$ cat src/rtl/stream_mux_rr_if.sv
// stream_mux_rr_if
//   Bundles the handshake and data signals between NUM_CH upstream producers,
//   the stream multiplexer and one downstream consumer.
//   slave  : multiplexer side (takes in_*, out_ready; drives in_ready, out_*)
//   master : environment side (drives in_*, out_ready; observes the rest)
//   in_valid/in_last/in_ready : one bit per channel
//   in_data                   : flattened, channel i at [i*DATA_W +: DATA_W]
//   out_valid/out_data/out_last/out_ch/out_ready : merged output stream
interface stream_mux_rr_if #(
   parameter int NUM_CH = 4,
   parameter int DATA_W = 8,
   parameter int SEL_W  = $clog2(NUM_CH)
);
   logic [NUM_CH-1:0]        in_valid;
   logic [NUM_CH*DATA_W-1:0] in_data;
   logic [NUM_CH-1:0]        in_last;
   logic [NUM_CH-1:0]        in_ready;
   logic                     out_valid;
   logic [DATA_W-1:0]        out_data;
   logic                     out_last;
   logic [SEL_W-1:0]         out_ch;
   logic                     out_ready;

   modport slave (
      input  in_valid, in_data, in_last, out_ready,
      output in_ready, out_valid, out_data, out_last, out_ch
   );

   modport master (
      output in_valid, in_data, in_last, out_ready,
      input  in_ready, out_valid, out_data, out_last, out_ch
   );
endinterface

$ cat src/rtl/stream_mux_rr.sv
// stream_mux_rr
//   Merges NUM_CH valid/ready streams onto one registered output stream.
//   The source is picked by `sel` (mode 0) or by a round-robin arbiter
//   (mode 1); once a packet starts, the grant is locked to that channel until
//   its last beat is accepted.
//   clk   : rising-edge clock
//   rst_n : asynchronous active-low reset
//   mode  : 0 = manual select, 1 = round-robin
//   sel   : channel index used in manual mode
//   bus   : stream bundle (slave modport), see stream_mux_rr_if
//   busy  : high while a packet is in progress
module stream_mux_rr #(
   parameter int NUM_CH = 4,
   parameter int DATA_W = 8,
   parameter int SEL_W  = $clog2(NUM_CH)
) (
   input  logic             clk,
   input  logic             rst_n,
   input  logic             mode,
   input  logic [SEL_W-1:0] sel,
   stream_mux_rr_if.slave   bus,
   output logic             busy
);

   typedef enum logic {IDLE, LOCKED} state_t;

   localparam logic [SEL_W:0] NUM_CH_W = (SEL_W+1)'(NUM_CH);

   state_t            state, state_nxt;
   logic [SEL_W-1:0]  lock_ch;
   logic [SEL_W-1:0]  rr_ptr;
   logic [SEL_W-1:0]  g;
   logic              gv;
   logic              space;
   logic              accept;
   logic              v_g;
   logic              l_g;
   logic [DATA_W-1:0] d_g;

   // The output holding stage can take a new beat when empty or draining.
   assign space = !bus.out_valid || bus.out_ready;

   // Grant selection. In round-robin the search starts just after the last
   // packet's channel; k runs downwards so the nearest valid channel wins.
   always_comb begin
      g  = '0;
      gv = 1'b0;
      if (state == LOCKED) begin
         g  = lock_ch;
         gv = 1'b1;
      end else if (!mode) begin
         g  = sel;
         gv = ({1'b0, sel} < NUM_CH_W);
      end else begin
         for (int k = NUM_CH; k >= 1; k--) begin
            for (int i = 0; i < NUM_CH; i++) begin
               if (i == (int'(rr_ptr) + k) % NUM_CH && bus.in_valid[i]) begin
                  g  = SEL_W'(i);
                  gv = 1'b1;
               end
            end
         end
      end
   end

   // Pick the granted channel's beat; only feeds registers, never outputs.
   always_comb begin
      v_g = 1'b0;
      l_g = 1'b0;
      d_g = '0;
      for (int i = 0; i < NUM_CH; i++) begin
         if (g == SEL_W'(i)) begin
            v_g = bus.in_valid[i];
            l_g = bus.in_last[i];
            d_g = bus.in_data[i*DATA_W +: DATA_W];
         end
      end
   end

   // rst_n gates ready so no channel sees a handshake while reset is held.
   always_comb begin
      bus.in_ready = '0;
      for (int i = 0; i < NUM_CH; i++) begin
         bus.in_ready[i] = rst_n && gv && space && (g == SEL_W'(i));
      end
   end

   assign accept = gv && space && v_g;

   always_comb begin
      state_nxt = state;
      if (accept) begin
         if (state == IDLE && !l_g) begin
            state_nxt = LOCKED;
         end else if (state == LOCKED && l_g) begin
            state_nxt = IDLE;
         end
      end
   end

   assign busy = (state == LOCKED);

   always_ff @(posedge clk or negedge rst_n) begin
      if (!rst_n) begin
         state     <= IDLE;
         lock_ch   <= '0;
         rr_ptr    <= SEL_W'(NUM_CH - 1);
         bus.out_valid <= 1'b0;
         bus.out_data  <= '0;
         bus.out_last  <= 1'b0;
         bus.out_ch    <= '0;
      end else begin
         state <= state_nxt;
         if (accept) begin
            bus.out_valid <= 1'b1;
            bus.out_data  <= d_g;
            bus.out_last  <= l_g;
            bus.out_ch    <= g;
            if (state == IDLE && !l_g) begin
               lock_ch <= g;
            end
            if (l_g) begin
               rr_ptr <= g;
            end
         end else if (space) begin
            bus.out_valid <= 1'b0;
         end
      end
   end

endmodule

$ cat src/flat_wrapper.sv
// flat-port wrapper written by rule: the top's interface ports become plain ports
module stream_mux_rr_flat 
#(
   parameter int NUM_CH = 4,
   parameter int DATA_W = 8,
   parameter int SEL_W  = $clog2(NUM_CH)
)
  (clk, rst_n, mode, sel, busy, bus_in_valid, bus_in_data, bus_in_last, bus_out_ready, bus_in_ready, bus_out_valid, bus_out_data, bus_out_last, bus_out_ch);
  stream_mux_rr_if #(.NUM_CH(NUM_CH), .DATA_W(DATA_W), .SEL_W(SEL_W)) bus_i ();
  input  logic clk;
  input  logic rst_n;
  input  logic mode;
  input  logic [SEL_W-1:0] sel;
  output logic busy;
  input wire logic [$bits(bus_i.in_valid)-1:0] bus_in_valid;
  input wire logic [$bits(bus_i.in_data)-1:0] bus_in_data;
  input wire logic [$bits(bus_i.in_last)-1:0] bus_in_last;
  input wire logic [$bits(bus_i.out_ready)-1:0] bus_out_ready;
  output wire logic [$bits(bus_i.in_ready)-1:0] bus_in_ready;
  output wire logic [$bits(bus_i.out_valid)-1:0] bus_out_valid;
  output wire logic [$bits(bus_i.out_data)-1:0] bus_out_data;
  output wire logic [$bits(bus_i.out_last)-1:0] bus_out_last;
  output wire logic [$bits(bus_i.out_ch)-1:0] bus_out_ch;
  assign bus_i.in_valid = bus_in_valid;
  assign bus_i.in_data = bus_in_data;
  assign bus_i.in_last = bus_in_last;
  assign bus_i.out_ready = bus_out_ready;
  assign bus_in_ready = bus_i.in_ready;
  assign bus_out_valid = bus_i.out_valid;
  assign bus_out_data = bus_i.out_data;
  assign bus_out_last = bus_i.out_last;
  assign bus_out_ch = bus_i.out_ch;
  stream_mux_rr #(.NUM_CH(NUM_CH), .DATA_W(DATA_W), .SEL_W(SEL_W)) u_core (.clk(clk), .rst_n(rst_n), .mode(mode), .sel(sel), .bus(bus_i), .busy(busy));
endmodule
$ cat config.mk
export PLATFORM = sky130hd
export DESIGN_NAME = stream_mux_rr_flat
export DESIGN_NICKNAME = d
export VERILOG_FILES = /design/src/rtl/stream_mux_rr_if.sv /design/src/rtl/stream_mux_rr.sv /design/src/flat_wrapper.sv
export SDC_FILE = /design/constraint.sdc
export NUM_CORES = 1
export LEC_CHECK = 0
export CAP_MARGIN = 20
export CORE_ASPECT_RATIO = 1.1
export CORE_MARGIN = 1.5
export CORE_UTILIZATION = 41
export CTS_CLUSTER_DIAMETER = 30
export CTS_CLUSTER_SIZE = 28
export DETAILED_ROUTE_END_ITERATION = 7
export PLACE_DENSITY = 0.81
export SLEW_MARGIN = 20
export SYNTH_ARGS = -nofsm -noshare
export SYNTH_HDL_FRONTEND = slang
export SYNTH_SLANG_ARGS = --single-unit
$ cat constraint.sdc
create_clock -name clk -period 3.2 [get_ports clk]
set_input_delay 0.48 -clock clk [delete_from_list [all_inputs] [get_ports clk]]
set_output_delay 0.48 -clock clk [all_outputs]
set_load 0.03 [all_outputs]
==> results of run 1 <==
==> worst max-delay path by stage <==
stage / end / slack [ns] / cells after the start
5_1_grt: bus_in_ready[3] / 0.1 / 8
2_1_floorplan: bus_in_ready[0] / 0.22 / 7
3_5_place_dp: u_core.rr_ptr[1]$_DFFE_PN1P_ / 0.04 / 10
6_report: bus_in_ready[3] / 0.22 / 8
4_1_cts: bus_in_ready[3] / 0.20 / 8
3_3_place_gp: u_core.busy$_DFFE_PN0P_ / 0.16 / 9
==> state kept, by name (all words and copies together) (netlist names) <==
| register | count |
|---|---|
| u_core.busy | 1 |
| u_core.rr_ptr | 2 |
| u_core.bus.out_ch | 2 |
| u_core.bus.out_valid | 1 |
| u_core.lock_ch | 2 |
| u_core.bus.out_last | 1 |
| u_core.bus.out_data | 8 |
==> power breakdown <==
part           switching [mW]  leakage (nW)  internal (mW)
Sequential             0.0997         0.195          0.342
Combinational           0.724         0.635          0.730
Clock                  0.0671        0.0150         0.0485
Total                   0.891         0.846           1.12
==> synth_stat cells, drive strengths merged (2+ instances only) <==
master	n	area (um^2)
o32a	2	20.0
a21oi	8	40.0
dfstp	2	52.6
inv	5	18.8
a211oi	9	80.1
nor3b	2	15.0
buf	6	38.8
mux2	14	191
nand2	3	11.3
nor4	3	18.8
nor3	2	10.0
a2111oi	2	30.0
nor2b	12	75.1
dfrtp	15	375
o22ai	2	26.3
nor2	4	15.0
o21ai	8	40.0
mux2i	13	130
nand3b	2	15.0
clkbuf	3	11.3
==> metal layers <==
| metal | vias to the layer above | share of wire | routed length [um] | GRT usage |
|---|---|---|---|---|
| li1 | 625 | - | - | - |
| met1 | 603 | 0.41 | 1450 | 0.256 |
| met2 | 24 | 0.54 | 1890 | 0.355 |
| met3 | 4 | 0.037 | 130 | 0.0521 |
| met4 | 0 | 0.011 | 38 | 0.0610 |
| met5 | - | 0 | 0 | 0 |
==> through the flow <==
stage	hold WS, ns	power [mW]	util
after floorplan	0.184	1.46	-
after global placement	0.478	1.86	0.664
after detailed placement	0.483	1.90	0.664
after CTS	0.508	2.03	0.672
after global routing	0.540	2.15	0.672
final	0.504	2.01	0.672
==> worst max-delay path, cell delays in order <==
cell and delay [ns]:
clkdlybuf4s50_1 0.55, and4b_1 0.29, a2111oi_2 0.08, a211oi_4 0.36, buf_4 0.19, inv_1 0.06, nor4_2 0.28, buf_4 0.20
==> final cells by class <==
| class | count | share of cell area |
|---|---|---|
| multi-input cells | 97 | 0.403 |
| repair buffers | 75 | 0.346 |
| flip-flops and latches | 17 | 0.209 |
| well taps | 34 | 0.0208 |
| clock buffers | 4 | 0.0128 |
| inverters | 5 | 0.00916 |
==> logic make-up (layout without fill, tap and decap cells) <==
kind of cell	after synthesis	in the layout
multiplexers	27	27
buffers and inverters	14	84
AND/OR/NAND/NOR	33	33
adder cells (fa/ha/maj)	1	1
AO/OA/AOI/OAI	36	36
flip-flops	17	17
==> metrics, run 1 <==
hold depth 1; Pleak 0.846 nW; CTS Hold Buffers Added 0; depth of the most critical reg-to-reg path 9; full die area 0.00354 mm^2; VDD IR max 0.721 mV; hold endpoint u_core.lock_ch[0]$_DFFE_PN0P_; starting density of the core 0.430; non-filler cells, final 232; number of hold violations in the final report 0; commonest non-fill, non-tap cell in the layout clkdlybuf4s50_1; mux share of post-synthesis cell area 0.245; post-synthesis compound-gate area fraction 0.210; # fillers 235; Post-Synth Adder-Cell Area 0.00955; Synth Area per Inst 10.2 um^2; number of unique standard cell types used by synthesis 38; FF+latch area 428 um^2; Layout Area Growth over Synthesis 56.4%; Placed Cells 228; Post-Syn Area 0.00131 mm^2; vias 1,256; pre-CTS WS 0.0386 ns; Hold Crit Start u_core.lock_ch[0]$_DFFE_PN0P_; gr ovfl total 0; detailed-route DRC error count 0; CTS buffer count 3; final setup vio count 0; Initial DRC Count 39; status completed; Post-Synth Simple-Gate Area 0.156; RR Startpoint u_core.rr_ptr[0]$_DFFE_PN1P_; setup TNS 0 ns; TritonCTS clock tree built; Nets 246; Worst Skew 0.00478 ns; ys async rst share 1.00; Routed Wire Length 3500 um; Final ANT Viol Nets 0; Slew @ Worst Pin 0.437 ns; first-pass GRT wire length 5750 um; Post-Synth XOR/XNOR Area 0; area taken by multi-input logic gates 826 um^2; Post-synth top flop dfrtp_1; Placed Area 0.00202 mm^2; GPL Wtd Cong 0.841; DRT Pass-1 Iters 4; # rows 21; r2r setup slk 0.42 ns; Setup crit start kind input port; vias per cell 5.41; RSZ-0062 raised after global routing false; most frequent cells in the layout clkdlybuf4s50_1, buf_4, dfrtp_1; final slew viol count 0; number of buffers added on ports 62; Gates resized, CTS repair 0; Tmin final 2.98 ns; CTS root buf clkbuf_4; register bit total from synthesis 17; WL per Instance 15.1 um; Power Density 981 mW/mm^2; PnR worst setup slack 0.220 ns; post-DP HPWL 2840 um; CP Capture Type output port; crit path from mode; GRT Total Usage 0.208; worst hold path type reg2reg; number of flops mapped to enable cells by yosys 0; Max Fclk 0.336 GHz; Bufs on Longest Clock Path 2; Syn Nets 175; chip height 62.3 um; CP arrival 2.50 ns; Top Ports 63; worst relative slew slack 0.708; Worst EP required 2.72 ns; largest net degree at the start of global routing 24; initial antenna violation count 0; share of layout cells above drive strength 1 0.207; # clock sinks 17; sequential area share after synthesis 0.327; kind of critical path in2out; reg-to-reg endpoint u_core.rr_ptr[1]$_DFFE_PN1P_; largest family of logic cells by synthesized area multiplexers; crit path max fanout 5; # diodes 0; Post-Synthesis Cells 128; Clock transition at path regs 0.10 ns; clock latency at the later pin of the worst-skew pair 0.29 ns; H-tree depth 1; Syn. warnings 0; Final Cell Area 0.00205 mm^2; period utilization 0.931; Post-CTS Setup Repair Bufs 0; vias in the first global route 1,274; Core Footprint 0.00305 mm^2; Max-Cap Viols 0; Die Wd 56.9 um
Note: power is estimated with default switching activity, not from simulation.
==> inputs of run 2 (changes only) <==
SETUP_SLACK_MARGIN = 0.4   (was unset)
==> run 2 against run 1 <==
  * Cell count is 2.2% higher
  * Critical endpoint unchanged
  * Sequential power shrank 3%
  * Design area increased by 6.5%
  * Highest routed layer unchanged
  * Critical path type unchanged
  * Fmax rose by 5.5%
  * Combinational power grew 15%
  * First-iteration DRC count up 18%
==> metrics, run 2 (same netlist as run 1, synthesis figures left out) <==
FF+latch area 428 um^2 (unchanged); Power Total 2.21 mW (+9.9%); Core Util, Final 0.716 (+0.0439); final setup vio count 0 (unchanged); status completed; Tmin final 2.82 ns (-0.157 ns); Top Ports 63 (unchanged); VDD IR max 0.769 mV (+6.7%); vias per cell 5.68 (+5.0%); Bufs on Longest Clock Path 2 (unchanged); GPL Wtd Cong 0.841 (unchanged); period utilization 0.882 (-0.0489); kind of critical path in2out; initial antenna violation count 0 (unchanged); Largest register FFs 8 (unchanged); number of hold violations in the final report 0 (unchanged); Routed Wire Length 4180 um (+19%); RSZ-0062 raised after global routing true; Max Fclk 0.354 GHz (+5.5%); setup TNS 0 ns (unchanged); Worst Skew 0.00478 ns (-0.00000241 ns); post-DP HPWL 2840 um (unchanged); worst-path cell chain clkdlybuf4s50_1, o21ai_1, a31oi_1, a211oi_4, buf_6, inv_2, nor4_2, buf_4; CTS Hold Buffers Added 0 (unchanged); Die Wd 56.9 um (unchanged); number of buffers added on ports 62 (unchanged); CP arrival 2.34 ns (-0.16 ns); max incr delay on CP 0.47 ns (-0.08 ns); Power Density 1010 mW/mm^2 (+3.1%); chip height 62.3 um (unchanged); GRT Total Usage 0.218 (+0.00981); Reg with most FFs u_core.bus.out_data; Pleak 0.902 nW (+6.7%); Slew @ Worst Pin 0.447 ns (+0.0105 ns); most frequent cells in the layout clkdlybuf4s50_1, buf_4, dfrtp_1; CP Capture Point bus_in_ready[3]; clock latency at the later pin of the worst-skew pair 0.30 ns (about the same); final slew viol count 0 (unchanged); DRT Pass-1 Iters 6 (+2); # clock sinks 17 (unchanged); Worst EP required 2.72 ns (about the same); TritonCTS clock tree built; Core Footprint 0.00305 mm^2 (unchanged); worst relative slew slack 0.699 (-0.00959); crit path max fanout 4 (-1); vias in the first global route 1,321 (+3.7%); vias 1,347 (+7.2%); full die area 0.00354 mm^2 (unchanged); worst hold path type reg2reg; H-tree depth 1 (unchanged); first-pass GRT wire length 6040 um (+5.0%); Clock transition at path regs 0.10 ns (about the same); hold depth 1 (unchanged); CTS root buf clkbuf_4; # rows 21 (unchanged); depth of the most critical reg-to-reg path 9 (unchanged); Max-Cap Viols 0 (unchanged); WL per Instance 17.6 um (+17%); detailed-route DRC error count 0 (unchanged); # fillers 213 (-9.4%); commonest non-fill, non-tap cell in the layout clkdlybuf4s50_1; area taken by multi-input logic gates 910 um^2 (+10%); CP Capture Type output port; RR Startpoint u_core.rr_ptr[1]$_DFFE_PN1P_; gr ovfl total 0 (unchanged); Layout Area Growth over Synthesis 66.7%; CTS buffer count 3 (unchanged); Worst path slowest cell clkdlybuf4s50_1; Setup crit start kind input port; Nets 251 (+2.0%); reg-to-reg endpoint u_core.rr_ptr[1]$_DFFE_PN1P_; # diodes 0 (unchanged); r2r setup slk 0.48 ns (+0.06 ns); crit path from bus_in_valid[2]; Initial DRC Count 46 (+18%); Final ANT Viol Nets 0 (unchanged); largest net degree at the start of global routing 24 (unchanged); share of layout cells above drive strength 1 0.276 (+0.0688); starting density of the core 0.430 (unchanged)
## run 2: worst max-delay path: cells and delay by family
family,cells,cell delay (ns)
simple gates,1,0.30
compound gates,3,0.66
buf+inv,4,0.90
## run 2: final cells by class
| type | instances | share of cell area |
|---|---|---|
| inverter | 5 | 0.00860 |
| clock buffer | 4 | 0.0120 |
| tap | 34 | 0.0195 |
| timing repair buffer | 80 | 0.347 |
| multi-input combinational | 97 | 0.417 |
| sequential | 17 | 0.196 |
## run 2: how the worst min path moves through the flow
stage                                  start                          endpoint  slack, ns
6_report       u_core.lock_ch[0]$_DFFE_PN0P_     u_core.lock_ch[0]$_DFFE_PN0P_       0.51
5_1_grt        u_core.lock_ch[1]$_DFFE_PN0P_     u_core.lock_ch[1]$_DFFE_PN0P_       0.54
4_1_cts        u_core.lock_ch[0]$_DFFE_PN0P_     u_core.lock_ch[0]$_DFFE_PN0P_       0.51
3_5_place_dp   u_core.lock_ch[0]$_DFFE_PN0P_     u_core.lock_ch[0]$_DFFE_PN0P_       0.48
3_3_place_gp   u_core.lock_ch[1]$_DFFE_PN0P_     u_core.lock_ch[1]$_DFFE_PN0P_       0.48
2_1_floorplan                          rst_n  u_core.bus.out_ch[0]$_DFFE_PN0P_       0.18
## run 2: layer usage
| layer | wire length [um] | GRT usage | vias to the layer above |
|---|---|---|---|
| li1 | - | - | 631 |
| met4 | 70 | 0.0640 | 0 |
| met5 | 0 | 0 | - |
| met1 | 1690 | 0.272 | 668 |
| met2 | 2240 | 0.366 | 38 |
| met3 | 167 | 0.0563 | 10 |
## run 2: where the power goes
group | total [mW] | switching, mW | internal, mW
Clock | 0.117 | 0.0684 | 0.0486
Combinational | 1.67 | 0.841 | 0.825
Sequential | 0.427 | 0.0856 | 0.341
## run 2: metrics by stage
stage / setup WS, ns / cell area [um^2] / std cells / hold WS (ns)
after floorplan: 0.216 / 1320 / 128 / 0.184
after detailed placement: 0.0386 / 2020 / 228 / 0.483
after global routing: 0.300 / 2180 / 237 / 0.540
after CTS: 0.401 / 2100 / 235 / 0.508
final: 0.377 / 2180 / 237 / 0.505
after global placement: 0.161 / 2020 / 228 / 0.478
## run 2: timing repair
item	4_1_cts	5_1_grt
pin swaps	1	4
setup endpoints to repair	11	10
buffers inserted	3	2
resized for setup	6	18
==> inputs of run 3 (changes only) <==
ABC_AREA = 1   (was unset)
CORE_UTILIZATION = 42   (was 41)
PLACE_DENSITY = 0.8   (was 0.81)
RECOVER_POWER = 100   (was unset)
SETUP_SLACK_MARGIN = unset   (was 0.4)
==> run 3 against run 2 <==
  * Synthesized cell count is 66% higher
  * Sequential power decreased by 1%
  * Cell count up 32%
  * Synthesized area is 8.6% higher
  * Fmax is 6.9% lower
  * First-iteration DRC count increased by 30%
  * Wire length fell by 3.1%
  * Utilization fell by 5.1 points
  * Critical endpoint unchanged
  * Largest cell class unchanged
==> metrics, run 3 <==
# rows 21 (unchanged); GPL Wtd Cong 0.980 (+17%); full die area 0.00375 mm^2 (+5.7%); count leader, synth nand2_1; depth of the most critical reg-to-reg path 17 (+8); Reg with most FFs u_core.bus.out_data; Initial DRC Count 60 (+30%); Largest register FFs 8 (unchanged); M1 GR Usage 0.296 (+0.0239); grt met3 use 0.0547 (-0.00159); Setup crit start kind input port; # clock sinks 17 (unchanged); kind of critical path in2out; crit path max fanout 18 (+14); number of unique standard cell types used by synthesis 30 (-21%); Core Footprint 0.00313 mm^2 (+2.6%); hold endpoint u_core.bus.out_data[7]$_DFFE_PN0P_; largest net degree at the start of global routing 20 (-17%); vias per cell 5.47 (-3.8%); most frequent cells in the layout nand2_1, clkdlybuf4s50_1, nand3_1; Yosys top cell by area dfrtp_1; vias 1,706 (+27%); busiest grt layer met2; period utilization 0.948 (+0.0658); worst relative slew slack 0.421 (-0.277); # fillers 269 (+26%); CP Capture Type output port; starting density of the core 0.455 (+0.0252); vias in the first global route 1,553 (+18%); Die Wd 58.5 um (+2.8%); Clock transition at path regs 0.09 ns (about the same); post-DP HPWL 3130 um (+10%); # diodes 0 (unchanged); Power Density 1000 mW/mm^2 (-0.96%); reg-to-reg endpoint u_core.lock_ch[1]$_DFFE_PN0P_; RR Startpoint u_core.rr_ptr[0]$_DFFE_PN1P_; Bufs on Longest Clock Path 2 (unchanged); register bit total from synthesis 17 (unchanged); Syn. warnings 0 (unchanged); Routed Wire Length 4050 um (-3.1%); Core Util, Final 0.665 (-0.0513); share of layout cells above drive strength 1 0.112 (-0.164); synth cell count leaders nand2_1, nand3_1, nand4_1, inv_1, dfrtp_1; TritonCTS clock tree built; ys async rst share 1.00 (unchanged); CP arrival 2.55 ns (+0.21 ns); GRT Total Usage 0.226 (+0.00769); gr ovfl total 0 (unchanged); Pleak 1.03 nW (+14%); Worst Skew 0.00647 ns (+0.00169 ns); final setup vio count 0 (unchanged); RSZ-0062 raised after global routing false; Layout Area Growth over Synthesis 46.2%; met2 Use GR 0.375 (+0.00862); CTS root buf clkbuf_4; Yosys top cell area share 0.264 (-0.0227); setup TNS 0 ns (unchanged); VDD IR max 0.569 mV (-26%); status completed; Placed Cells 306 (+34%); hold depth 2 (+1); Post-Synthesis Cells 213 (+66%); DRT Pass-1 Iters 4 (-2); Synth Area per Inst 6.68 um^2 (-35%); number of buffers added on ports 62 (unchanged); Worst EP required 2.72 ns (about the same); number of flops mapped to enable cells by yosys 0 (unchanged); r2r setup slk 0.34 ns (-0.14 ns); detailed-route DRC error count 0 (unchanged); non-filler cells, final 312 (+32%); Nets 326 (+30%); Max Fclk 0.330 GHz (-6.9%); WL per Instance 13.0 um (-26%); Max-Cap Viols 0 (unchanged); Hold Crit Start u_core.bus.out_data[7]$_DFFE_PN0P_; first-pass GRT wire length 6670 um (+10%); CTS buffer count 3 (unchanged); Final ANT Viol Nets 0 (unchanged); number of hold violations in the final report 0 (unchanged); Top Ports 63 (unchanged); Syn Nets 260 (+49%); clock latency at the later pin of the worst-skew pair 0.29 ns (about the same); sequential area share after synthesis 0.301 (-0.0259); final slew viol count 0 (unchanged); worst hold path type reg2reg; chip height 64.0 um (+2.8%); Post-Syn Area 0.00142 mm^2 (+8.6%); commonest non-fill, non-tap cell in the layout nand2_1; Post-synth top flop dfrtp_1; initial antenna violation count 0 (unchanged); H-tree depth 1 (unchanged); Tmin final 3.03 ns (+0.211 ns); Slew @ Worst Pin 0.868 ns (+0.421 ns); Area contributors post-synth dfrtp_1, nand2_1, nand3_1
## run 3: repair_timing
| item | 4_1_cts | 5_1_grt |
|---|---|---|
| buffers inserted | 0 | 2 |
| gates resized for setup | 0 | 1 |
| endpoints found under the setup margin | 0 | 1 |
| hold buffers | 0 | 0 |
## run 3: how the worst max path moves through the flow
stage	slack [ns]	from	to
2_1_floorplan	0.35	u_core.rr_ptr[1]$_DFFE_PN1P_	bus_in_ready[1]
3_3_place_gp	0.17	bus_in_valid[0]	u_core.busy$_DFFE_PN0P_
3_5_place_dp	0.17	bus_in_valid[1]	bus_in_ready[1]
4_1_cts	0.16	bus_in_valid[1]	bus_in_ready[1]
5_1_grt	0.002	bus_in_valid[3]	bus_in_ready[1]
6_report	0.17	bus_in_valid[2]	bus_in_ready[3]
## run 3: cells by family after synthesis
family,Yosys count,share of synthesized area
adder cells (fa/ha/maj),1,0.00879
buffers and inverters,28,0.100
flip-flops,17,0.301
AND/OR/NAND/NOR,158,0.537
AO/OA/AOI/OAI,9,0.0537
## run 3: layout make-up
cell class,instances,area [um^2],area share
Timing Repair Buffer,70,661,0.318
Tap cell,34,42.5,0.0205
Clock inverter,1,5.00,0.00241
Multi-Input combinational cell,168,850,0.409
Inverter,19,71.3,0.0343
Sequential cell,17,428,0.206
Clock buffer,3,22.5,0.0108
## run 3: per-stage QoR
| step | power, mW | hold WS, ns | worst slack, ns | instance area, um^2 |
|---|---|---|---|---|
| finish | 2.08 | 0.481 | 0.166 | 2080 |
| global route | 2.29 | 0.498 | 0.00167 | 2080 |
| CTS | 2.12 | 0.488 | 0.156 | 2080 |
| detailed placement | 2.00 | 0.462 | 0.171 | 2050 |
| global placement | 1.98 | 0.458 | 0.169 | 2050 |
| floorplan | 1.58 | 0.184 | 0.354 | 1420 |
## run 3: critical path, cell delays in order
cell and delay (ns):
clkdlybuf4s50_1 0.54, inv_1 0.11, o21ai_2 0.17, nand2_1 0.06, nand3_1 0.06, nand2_1 0.05, nand2_1 0.05, nand2_1 0.05
nand2_1 0.05, nand2_1 0.08, nand2_4 0.18, inv_2 0.17, nor2_8 0.16, inv_2 0.06, nor2_1 0.08, clkbuf_4 0.19
## run 3: per-layer routing
layer,wire length [um],part of all wire
met4,40,0.0099
met2,1840,0.45
met5,0,0
met1,1820,0.45
met3,341,0.084
## run 3: power breakdown
group / switching [mW] / internal (mW)
Sequential: 0.0858 / 0.336
Clock: 0.0645 / 0.0464
Combinational: 1.00 / 0.550
==> variant 1: new RTL, config.mk and constraints of run 1 <==
Add an input register stage for `mode`, cleared by the reset; this delays it by one clock. The other inputs are not delayed to match.
--- a/src/rtl/stream_mux_rr.sv
+++ b/src/rtl/stream_mux_rr.sv
@@ -28,2 +28,12 @@
 
+   logic mode_q;
+
+   always_ff @(posedge clk or negedge rst_n) begin
+      if (!rst_n) begin
+         mode_q <= '0;
+      end else begin
+         mode_q <= mode;
+      end
+   end
+
    state_t            state, state_nxt;
@@ -50,3 +60,3 @@
          gv = 1'b1;
-      end else if (!mode) begin
+      end else if (!mode_q) begin
          g  = sel;
Function: not settled (the Yosys comparison gave no result); the edit may change what the design does.
==> variant 1 against run 1 <==
Critical path depth fell by 1; die area fell by 1.1%; setup slack got worse by 0.070 ns; clock skew rose by 0.0085 ns; clock power rose by 19%; total power fell by 2.8%; synthesized area fell by 1.1%; non-clock buffer count rose by 1; largest cell class unchanged; highest routed layer unchanged; core utilization rose by 0.96 points; combinational power fell by 6%; design area rose by 0.55%; wire length rose by 0.83%; maximum frequency fell by 2.3%; sequential cell count rose by 1.
==> variant 1: results (changes against run 1) <==
status: finished, final reports clean
Final nets: 247 (+0.41%)
nonclk inv count: 4 (-1)
Iter 0 DRT Violations: 20 (-49%)
Critical Path AT: 2.57 ns (+0.07 ns)
Post-DP HPWL: 2930 µm (+3.2%)
fill count: 245 (+4.3%)
Clock buf/inv share: 1.76% (+0.48 points)
synth cell count leaders: 16 x dfrtp_1, 13 x mux2i_1, 11 x mux2_1, 11 x nor2b_1
largest net degree at the start of global routing: 23 (-4.2%)
sequential share of cell area: 22.0% (+1.1 points)
critical path peak fanout: 5 (unchanged)
FF/Latch Area: 453 µm² (+5.8%)
largest register by flop count: u_core.bus.out_data
Seq/Total Area, Yosys: 35.0% (+2.3 points)
initial antenna violation count: 0 (unchanged)
worst min-delay path category: primary input to asynchronous set/reset pin
clock sinks: 18 (+1)
number of distinct library cells after synthesis: 39 (+2.6%)
maximum VDD drop: 676 µV (-6.2%)
largest cells by area after synthesis: dfrtp_1 31%, mux2i_1 10%, mux2_1 9.6%
multi-input logic portion of the cell area: 38.6% (-1.7 points)
first-pass GRT wire length: 5850 µm (+1.7%)
DRT met1 WL: 1430 µm (-1.6%)
Met2 Wirelength: 1950 µm (+3.3%)
CP peak stage delay: 0.61 ns (+0.06 ns)
Placer Congestion: 0.900 (+7.0%)
DP Cell Count: 229 (+0.44%)
Final Skew: 0.0133 ns (+0.00847 ns)
GR Util met1: 23.9% (-1.7 points)
Global Route Usage Sum: 21.6% (+0.84 points)
drt via density: 5.39 (-0.35%)
non-clk buf share: 34.9% (+0.30 points)
bufs w/o clock: 76 (+1.3%)
Place WS: -0.0357 ns (-0.0743 ns)
final wirelength: 3530 µm (+0.83%)
normalized max-slew margin: 58.8% (-12 points)
P&R area growth vs syn: 59.1%
met3 routed WL: 106 µm (-18%)
M3 GR Usage: 4.97% (-0.24 points)
drt pass-1 iters: 4 (unchanged)
max reg flops: 8 (unchanged)
Leak: 0.841 nW (-0.52%)
placed cell area: 2010 µm² (-0.62%)
fraction of layout cells with a size suffix above 1: 17.6% (-3.1 points)
crit path max-delay cell type: a2111oi_1
switch share: 44.7% (+0.39 points)
[variant 1: cell types whose count changed in the layout (fill, tap and decap cells not counted), sizes merged]
cell | run 1 | this run
buf | 17 | 18
and2b | 0 | 1
nor4 | 3 | 2
dlymetal6s2s | 0 | 1
clkdlybuf4s50 | 58 | 57
inv | 5 | 4
nor3 | 2 | 1
nor2b | 12 | 11
dfrtp | 15 | 16
and4 | 0 | 1
nor3b | 2 | 3
[variant 1: final timing paths]
kind | slack (ns) | depth (start not counted) | to | from
min in group clk | 0.50 | 1 | u_core.bus.out_data[6] | u_core.bus.out_data[6]
min | 0.49 | 1 | u_core.bus.out_last | rst_n
max reg2reg | 0.31 | 8 | u_core.bus.out_data[1] | u_core.rr_ptr[0]
max in group asynchronous | 2.21 | 2 | u_core.bus.out_data[6] | rst_n
min reg2reg | 0.50 | 1 | u_core.bus.out_data[6] | u_core.bus.out_data[6]
max | 0.15 | 7 | bus_in_ready[2] | bus_in_valid[2]
[variant 1: what timing repair did]
action / 4_1_cts / 5_1_grt
hold endpoints to repair: 0 / 0
resized for setup: 0 / 3
endpoints found under the setup margin: 0 / 4
[variant 1: cell families after synthesis]
group           after synthesis  synth area share [%]
compound gates               36                  19.9
fa+ha+maj                     1                 0.966
buf+inv                      13                  5.51
flops                        18                  35.0
mux                          27                  22.2
simple gates                 33                  16.4
[variant 1: power groups by stage]
stage / logic [mW] / registers, mW / clock network (mW)
floorplan: 0.779 / 0.576 / 0
global placement: 1.32 / 0.443 / 0
detailed placement: 1.37 / 0.452 / 0
CTS: 1.37 / 0.447 / 0.143
global route: 1.48 / 0.464 / 0.155
finish: 1.37 / 0.446 / 0.138
==> variant 2: new RTL, settings of run 1 <==
Without the edit above. `NUM_CH` is set to 4 in 3 places; all go to 8.
--- a/src/rtl/stream_mux_rr_if.sv
+++ b/src/rtl/stream_mux_rr_if.sv
@@ -9,3 +9,3 @@
 interface stream_mux_rr_if #(
-   parameter int NUM_CH = 4,
+   parameter int NUM_CH = 8,
    parameter int DATA_W = 8,
--- a/src/rtl/stream_mux_rr.sv
+++ b/src/rtl/stream_mux_rr.sv
@@ -12,3 +12,3 @@
 module stream_mux_rr #(
-   parameter int NUM_CH = 4,
+   parameter int NUM_CH = 8,
    parameter int DATA_W = 8,
--- a/src/flat_wrapper.sv
+++ b/src/flat_wrapper.sv
@@ -3,3 +3,3 @@
 #(
-   parameter int NUM_CH = 4,
+   parameter int NUM_CH = 8,
    parameter int DATA_W = 8,
Ports: changed (6 resized); port bits go from 63 to 109. No check against the original RTL was run, so the function may have changed too.
==> variant 2 against run 1 <==
The flow now finishes with violations (setup timing); setup slack got worse by 0.95 ns; count of clock-buffer cells in the layout did not move; via count rose to 4.6 times the old value; sequential cell count rose by 3; sequential share of layout area fell by 13 points; design area rose to 3.2 times the old value; wire length rose to 6.6 times the old value; synthesized area rose to 2.6 times the old value; hold slack improved by 0.0075 ns; critical endpoint is now u_core.busy; critical path depth rose by 5.
Power is left out: the tool's default activity adds up to more than one toggle a clock period on the data nets, which glitch-free logic cannot reach.
==> variant 2: results (changes against run 1) <==
status: finished with violations
violated checks: setup timing
vias in the first global route: 5,590 (+340%)
Finished Layout Cells: 796 (+240%)
number of distinct library cells after synthesis: 81 (+110%)
Post-CTS Setup Inserts: 28 (+28)
final worst-path setup slack: -0.728 ns (-0.949 ns)
placed cell area: 5640 µm² (+180%)
Post-DP HPWL: 13,000 µm (+360%)
Final nets: 779 (+220%)
crit path max-delay cell type: dfstp_2
synth cell count leaders: 49 x nand2_1, 24 x a21oi_1, 24 x mux2i_1, 19 x nor2_1, 18 x nand2b_1
Iter 0 DRT Violations: 924 (+2300%)
Global Route Usage Sum: 47.2% (+26 points)
drt pass-1 iters: 8 (+4)
Final Skew: 0.0128 ns (+0.00807 ns)
DP Cell Count: 760 (+230%)
Place WS: -0.976 ns (-1.01 ns)
vias post-DR: 5,751 (+360%)
fraction of layout cells with a size suffix above 1: 44.8% (+24 points)
CP delay by family, top: simple AND/OR/NAND/NOR gates
normalized max-slew margin: 65.1% (-5.8 points)
M3 GR Usage: 9.04% (+3.8 points)
final setup fails: 28 (+28)
largest net degree at the start of global routing: 21 (-13%)
root buffer cell: clkbuf_8
largest cells by area after synthesis: dfrtp_1 13%, mux2i_1 7.2%, nand2_1 5.5%
syn_area_per_cell: 7.62 µm² (-26%)
critical path peak fanout: 8 (+3)
GR Util met1: 51.4% (+26 points)
final wirelength: 23,100 µm (+560%)
post-CTS sizing: 94 (+94)
Net Count, Synth: 531 (+200%)
first-pass GRT wire length: 31,200 µm (+440%)
PortBufs: 108 (+74%)
met2 GRT Util: 79.1% (+44 points)
Critical Path AT: 4.07 ns (+1.57 ns)
setup TNS: -17.12 ns (-17.12 ns)
CP peak stage delay: 0.64 ns (+0.09 ns)
Placer Congestion: 1.04 (+23%)
Seq/Total Area, Yosys: 15.0% (-18 points)
variant 2: changes by cell type after synthesis, moves of 9 or more:
cell,change
buf_2,+12
o211ai_1,+11
buf_6,+9
mux2i_1,+11
a21oi_1,+16
clkbuf_1,+10
inv_1,+11
nand2b_1,+18
o21ai_1,+15
nor2_1,+15
nand2_1,+46
o221ai_1,+9
variant 2: cell type report:
| type | instances | area, µm² |
|---|---|---|
| Sequential cell | 20 | 504 |
| Tap cell | 108 | 135 |
| Timing Repair Buffer | 284 | 2640 |
| Fill cell | 393 | 1290 |
| Inverter | 18 | 75.1 |
| Clock buffer | 4 | 55.1 |
| Multi-Input combinational cell | 362 | 3220 |
variant 2: worst paths after layout:
path / startpoint / endpoint / slack (ns) / cells past startpoint
max: u_core.rr_ptr[2] / u_core.busy / -0.73 / 13
min: u_core.bus.out_data[3] / u_core.bus.out_data[3] / 0.51 / 1
max reg2reg: u_core.rr_ptr[2] / u_core.busy / -0.73 / 13
min reg2reg: u_core.bus.out_data[3] / u_core.bus.out_data[3] / 0.51 / 1
max in group asynchronous: rst_n / u_core.rr_ptr[0] / 2.28 / 2
min in group asynchronous: rst_n / u_core.bus.out_ch[2] / 0.64 / 2
variant 2: cell families after synthesis:
| group | count (synthesis) | synth area share [%] |
|---|---|---|
| XOR/XNOR | 1 | 0.261 |
| buffers and inverters | 59 | 9.54 |
| AO/OA/AOI/OAI | 153 | 34.0 |
| multiplexers | 38 | 12.4 |
| AND/OR/NAND/NOR | 167 | 27.7 |
| adder cells (fa/ha/maj) | 3 | 1.12 |
| flip-flops | 20 | 15.0 |
variant 2: routing by layer:
layer  up-vias  part of all wire [%]
li1       2181                     -
met1      2557                    30
met2       711                    43
met3       302                    13
met4         0                    13
met5         -                     0
